`src/rtl/ram_rw_check.sv`:
```
// ram_rw_check: write/read-back self-test for a single-port block RAM.
// Writes DEPTH words of (addr + SEED) to the RAM, reads them back, and checks
// each returned word. The RAM's read latency is RD_LAT.
// Ports:
//   sys_clk, sys_rst_n      - clock, asynchronous active-low reset
//   start                   - one-cycle pulse that starts a pass
//   ram_en/we/addr/din      - RAM native port controls (all registered)
//   ram_dout                - RAM read data
//   busy, done              - pass in progress / pass finished (held)
//   err, err_cnt            - sticky mismatch flag, saturating mismatch count
//   first_err_addr          - address of the first mismatch in the pass
// Optional build macro RW_LOOP_EN: passes repeat back to back, done pulses for
// one cycle between them, start is ignored after the first pass, and the error
// results accumulate until reset.
module ram_rw_check #(
    parameter int AW     = 5,
    parameter int DW     = 8,
    parameter int DEPTH  = 32,
    parameter int SEED   = 0,
    parameter int RD_LAT = 1,
    parameter int ERR_W  = 16
) (
    input  logic             sys_clk,
    input  logic             sys_rst_n,
    input  logic             start,
    output logic             ram_en,
    output logic             ram_we,
    output logic [AW-1:0]    ram_addr,
    output logic [DW-1:0]    ram_din,
    input  logic [DW-1:0]    ram_dout,
    output logic             busy,
    output logic             done,
    output logic             err,
    output logic [ERR_W-1:0] err_cnt,
    output logic [AW-1:0]    first_err_addr
);
    localparam logic [2:0] IDLE  = 3'd0;
    localparam logic [2:0] WRITE = 3'd1;
    localparam logic [2:0] READ  = 3'd2;
    localparam logic [2:0] DRAIN = 3'd3;
    localparam logic [2:0] DONE  = 3'd4;
    localparam int DCW = $clog2(RD_LAT) + 1;
    localparam logic [AW-1:0]  LAST   = AW'(DEPTH - 1);
    localparam logic [DCW-1:0] DLAST  = DCW'(RD_LAT - 1);
    localparam logic [DW-1:0]  SEED_W = DW'(SEED);

    logic [2:0]       state_q, state_d;
    logic [AW-1:0]    addr_q, addr_d;
    logic [DCW-1:0]   drain_q, drain_d;
    logic             en_q, we_q, busy_q, done_q, err_q, err_d;
    logic [DW-1:0]    din_q;
    logic [ERR_W-1:0] cnt_q, cnt_d;
    logic [AW-1:0]    fea_q, fea_d;
    logic [RD_LAT-1:0] vld_q;
    logic [DW-1:0]    exp_q [RD_LAT];
    logic [AW-1:0]    pa_q [RD_LAT];
    logic             clr, hit;

    assign ram_en         = en_q;
    assign ram_we         = we_q;
    assign ram_addr       = addr_q;
    assign ram_din        = din_q;
    assign busy           = busy_q;
    assign done           = done_q;
    assign err            = err_q;
    assign err_cnt        = cnt_q;
    assign first_err_addr = fea_q;

    // The oldest pipeline entry lines up with the RAM data for its address.
    assign hit = vld_q[RD_LAT-1] && (ram_dout != exp_q[RD_LAT-1]);

    always_comb begin
        state_d = state_q;
        addr_d  = addr_q;
        drain_d = drain_q;
        clr     = 1'b0;
        case (state_q)
            IDLE: if (start) begin
                state_d = WRITE;
                addr_d  = '0;
                clr     = 1'b1;
            end
            WRITE: begin
                state_d = (addr_q == LAST) ? READ : WRITE;
                addr_d  = (addr_q == LAST) ? '0 : addr_q + AW'(1);
            end
            READ: begin
                state_d = (addr_q == LAST) ? DRAIN : READ;
                addr_d  = (addr_q == LAST) ? '0 : addr_q + AW'(1);
                drain_d = '0;
            end
            DRAIN: begin
                state_d = (drain_q == DLAST) ? DONE : DRAIN;
                drain_d = drain_q + DCW'(1);
            end
            DONE: begin
`ifdef RW_LOOP_EN
                state_d = WRITE;
                addr_d  = '0;
`else
                if (start) begin
                    state_d = WRITE;
                    addr_d  = '0;
                    clr     = 1'b1;
                end
`endif
            end
            default: state_d = IDLE;
        endcase
        err_d = clr ? 1'b0 : (err_q | hit);
        cnt_d = clr ? '0 : (hit && !(&cnt_q)) ? cnt_q + ERR_W'(1) : cnt_q;
        fea_d = clr ? '0 : (hit && !err_q) ? pa_q[RD_LAT-1] : fea_q;
    end

    always_ff @(posedge sys_clk or negedge sys_rst_n) begin
        if (!sys_rst_n) begin
            state_q <= IDLE;
            addr_q  <= '0;
            drain_q <= '0;
            en_q    <= 1'b0;
            we_q    <= 1'b0;
            din_q   <= '0;
            busy_q  <= 1'b0;
            done_q  <= 1'b0;
            err_q   <= 1'b0;
            cnt_q   <= '0;
            fea_q   <= '0;
            vld_q   <= '0;
            for (int i = 0; i < RD_LAT; i++) begin
                exp_q[i] <= '0;
                pa_q[i]  <= '0;
            end
        end else begin
            state_q <= state_d;
            addr_q  <= addr_d;
            drain_q <= drain_d;
            en_q    <= (state_d == WRITE) || (state_d == READ);
            we_q    <= (state_d == WRITE);
            din_q   <= (state_d == WRITE) ? DW'(addr_d) + SEED_W : '0;
            busy_q  <= (state_d == WRITE) || (state_d == READ) || (state_d == DRAIN);
            done_q  <= (state_d == DONE);
            err_q   <= err_d;
            cnt_q   <= cnt_d;
            fea_q   <= fea_d;
            // A read is issued on the edge where the RAM samples en/addr.
            vld_q[0] <= en_q && !we_q;
            exp_q[0] <= DW'(addr_q) + SEED_W;
            pa_q[0]  <= addr_q;
            for (int i = 1; i < RD_LAT; i++) begin
                vld_q[i] <= vld_q[i-1];
                exp_q[i] <= exp_q[i-1];
                pa_q[i]  <= pa_q[i-1];
            end
        end
    end
endmodule

```
`config.mk`:
```
export PLATFORM = sky130hd
export DESIGN_NAME = ram_rw_check
export DESIGN_NICKNAME = d
export VERILOG_FILES = /design/src/rtl/ram_rw_check.sv
export SDC_FILE = /design/constraint.sdc
export NUM_CORES = 1
export LEC_CHECK = 0
export BUFFER_PORTS_ARGS = -buffer_cell sky130_fd_sc_hd__buf_4
export CAP_MARGIN = 25
export CORE_ASPECT_RATIO = 2
export CORE_MARGIN = 2
export CORE_UTILIZATION = 53
export DETAILED_ROUTE_END_ITERATION = 12
export PLACE_DENSITY_LB_ADDON = 0.15
export SETUP_SLACK_MARGIN = 0.2
export SYNTH_ARGS = -nofsm -noshare
export SYNTH_HDL_FRONTEND = slang
export SYNTH_SLANG_ARGS = --single-unit
export TNS_END_PERCENT = 100
```
`constraint.sdc`:
```
create_clock -name sys_clk -period 2.2 [get_ports sys_clk]
set_input_delay 0.11 -clock sys_clk [delete_from_list [all_inputs] [get_ports sys_clk]]
set_output_delay 0.11 -clock sys_clk [all_outputs]
set_load 0.005 [all_outputs]
```
==> out/qor.txt <==
Top Ports - 50
Worst Setup End Kind - register
Tightest Hold Check Type - input pin to asynchronous set/reset pin
Crit path largest cell delay - 0.51 ns
placed wire-length estimate after detailed placement - 3566 µm
Finish-stage setup viols - 0
CP Launch Type - register
I/O Buffers - 46
total of max-cap violations - 0
via total after detailed routing - 1,847
residual DRC count - 0
mapped cell area - 2220 µm²
RR Startpoint - err_cnt[1]
RSZ-0062 raised after global routing - yes
max_slew headroom - 0.4902
number of fill cells - 317
final non-filler cell total - 319
Num CTS Buffers - 5
Post-synth EDFFs - 0
Worst R2R Setup Slack - 0.24 ns
proportion of netlist area held by the largest area contributor - 0.5186
number of cell rows - 33
CP max-delay cell - or4_4
chip width - 49.76 µm
Final Cycle Share - 0.8931
Die ar. - 4753 µm²
total track usage - 0.2330
first-pass GRT wire length - 8418 µm
fraction of registers with async set/reset - 1.000
vias per std cell - 5.790
Avg Cell Area, Syn - 10.42 µm²
drt initial violations - 55
number of global-route vias before repair - 1,861
cell chain of the critical path - ha_2, and3_2, nand3_2, nor4_4, buf_12, or4_4, a21oi_2
CTS Sinks - 46
sequential area share after synthesis - 0.5186
Max Freq - 509.0 MHz
Post-synth top cells - 46 x dfrtp_1, 17 x nand2_1, 16 x nor2_1
synth top area cells - dfrtp_1 52%, mux2i_1 3.2%, nand2_1 2.9%, nor2_1 2.7%, or4_1 2.4%
antenna-violating nets left - 0
largest net degree at the start of global routing - 47
wire per inst - 16.00 µm
top-count cell post-synth - dfrtp_1
Final Slew Violations - 0
predominant post-synthesis flop cell - dfrtp_1
status - finished clean
Tmin final - 1.965 ns
CP max FO - 12
Nets - 280
CTS Buffer Depth - 2
Syn-to-layout area delta - 29.20%
worst slew pin tran - 0.7549 ns
Post-Syn Instances - 213
worst skew pair latency - 0.30 ns
Cell variety after synth - 47
CTS tree - done
Pre-Repair DR Iteration Count - 4
initial antenna violation count - 0
Overflow after GRT - 0
cell area after layout - 2868 µm²
TNS Setup - 0 ns
yosys warns - 0
area post-placement - 2605 µm²
Core Box Area - 4046 µm²
htree depth - 2
Static Leakage - 1.382 nW
critical path class - register to register
initial core utilization - 0.5485
clock skew - 0.006597 ns
Worst-path clk slew - 0.09 ns
Cell Pwr Density - 1085 nW/µm²
flops & latches, synth - 46
Synth area leader - dfrtp_1
R2R Path End - err_cnt[13]
clock root buffer - clkbuf_8
die height - 95.52 µm
Peak VDD IR - 1011 µV
Required @ worst endpoint - 2.43 ns
WL final - 5103 µm
antenna cells - 0
share of cells above drive strength 1 - 0.3071
Hold Fails Final Rpt - 0
Routability Congestion - 0.7823
Placed Cells - 304
critical path arrival - 2.20 ns
Reg2Reg Depth - 7
## registers in the layout, summed over array words and instances, names as in the netlist
register	flops
ram_addr	5
err	1
vld_q	1
first_err_addr	5
exp_q	5
ram_we	1
ram_en	1
busy	1
err_cnt	16
drain_q	1
ram_din	5
done	1
state_q	3
## stage by stage
step	hold WS (ns)	power, mW	worst slack, ns	utilization
finish	0.3431	3.113	0.2352	0.7087
global route	0.4047	3.304	0.1707	0.7087
CTS	0.3630	3.103	0.1926	0.6979
detailed placement	0.1480	2.263	0.1065	0.6438
global placement	0.1489	2.243	0.1612	0.6438
floorplan	-0.1856	1.816	0.2564	-
## per-layer routing
metal | track usage | wire, µm
met1 | 0.2357 | 1762
met2 | 0.4522 | 3057
met3 | 0.03448 | 156
met4 | 0.1088 | 127
met5 | 0 | 0
## worst max-delay path, delay by kind of cell, from the launching register on
| kind | cells | cell delay [ns] |
|---|---|---|
| simple gates | 4 | 0.95 |
| flops | 1 | 0.44 |
| fa+ha+maj | 1 | 0.22 |
| buf+inv | 1 | 0.15 |
| compound gates | 1 | 0.14 |
## where the power goes
part           leakage [nW]  switching (mW)  internal [mW]
logic                 0.717           0.494          0.572
clock network        0.0714           0.277          0.484
registers             0.593           0.200           1.09
total                  1.38           0.971           2.14
## layout make-up
| class | instances | area (µm²) | area share |
|---|---|---|---|
| sequential | 46 | 1151 | 0.4014 |
| multi-input combinational | 148 | 1030 | 0.3591 |
| timing repair buffer | 58 | 452.9 | 0.1579 |
| clock buffer | 6 | 82.58 | 0.02880 |
| tap | 52 | 65.06 | 0.02269 |
| clock inverter | 2 | 60.06 | 0.02094 |
| inverter | 7 | 26.28 | 0.009162 |
## logic make-up (layout without fill, tap and decap cells)
logic type	Yosys count	after routing	synth area share
buffers and inverters	21	73	0.04904
adder cells (fa/ha/maj)	3	3	0.01691
other	1	3	0.001689
flip-flops	46	46	0.5186
multiplexers	8	8	0.03664
AND/OR/NAND/NOR	82	82	0.1990
XOR/XNOR	7	7	0.02762
AO/OA/AOI/OAI	45	45	0.1505
## layout by cell type (no fill, tap or decap), types with 4 or more instances in the layout
cell type  netlist  layout
a21oi_1          7       6
and2_1           6       6
buf_4            4      55
clkbuf_8         0       6
dfrtp_1         46      46
inv_1            7       7
mux2i_1          7       7
nand2_1         17      17
nand3_1         10       9
nand4_1          7       7
nor2_1          16      16
o21a_1           4       4
o21ai_0          7       7
o31ai_1          4       4
or4_1            7       6
xnor2_1          6       6
## worst max-delay path by stage
stage,start,end,slack (ns),cells past startpoint
global placement,ram_addr[0],ram_din[3],0.16,7
CTS,ram_addr[0],ram_din[3],0.19,7
global route,err_cnt[0],err_cnt[13],0.17,7
finish,err_cnt[1],err_cnt[13],0.24,7
floorplan,ram_addr[0],ram_din[3],0.26,6
detailed placement,ram_addr[0],ram_din[3],0.11,7
## repair_timing
item | CTS | global route
buffers inserted | 3 | 2
setup endpoints to repair | 11 | 17
hold buffers | 2 | 0
resized for setup | 6 | 7
hold endpoints to repair | 47 | 0
pin swaps | 1 | 1
Power figures use the tool's default switching activity.
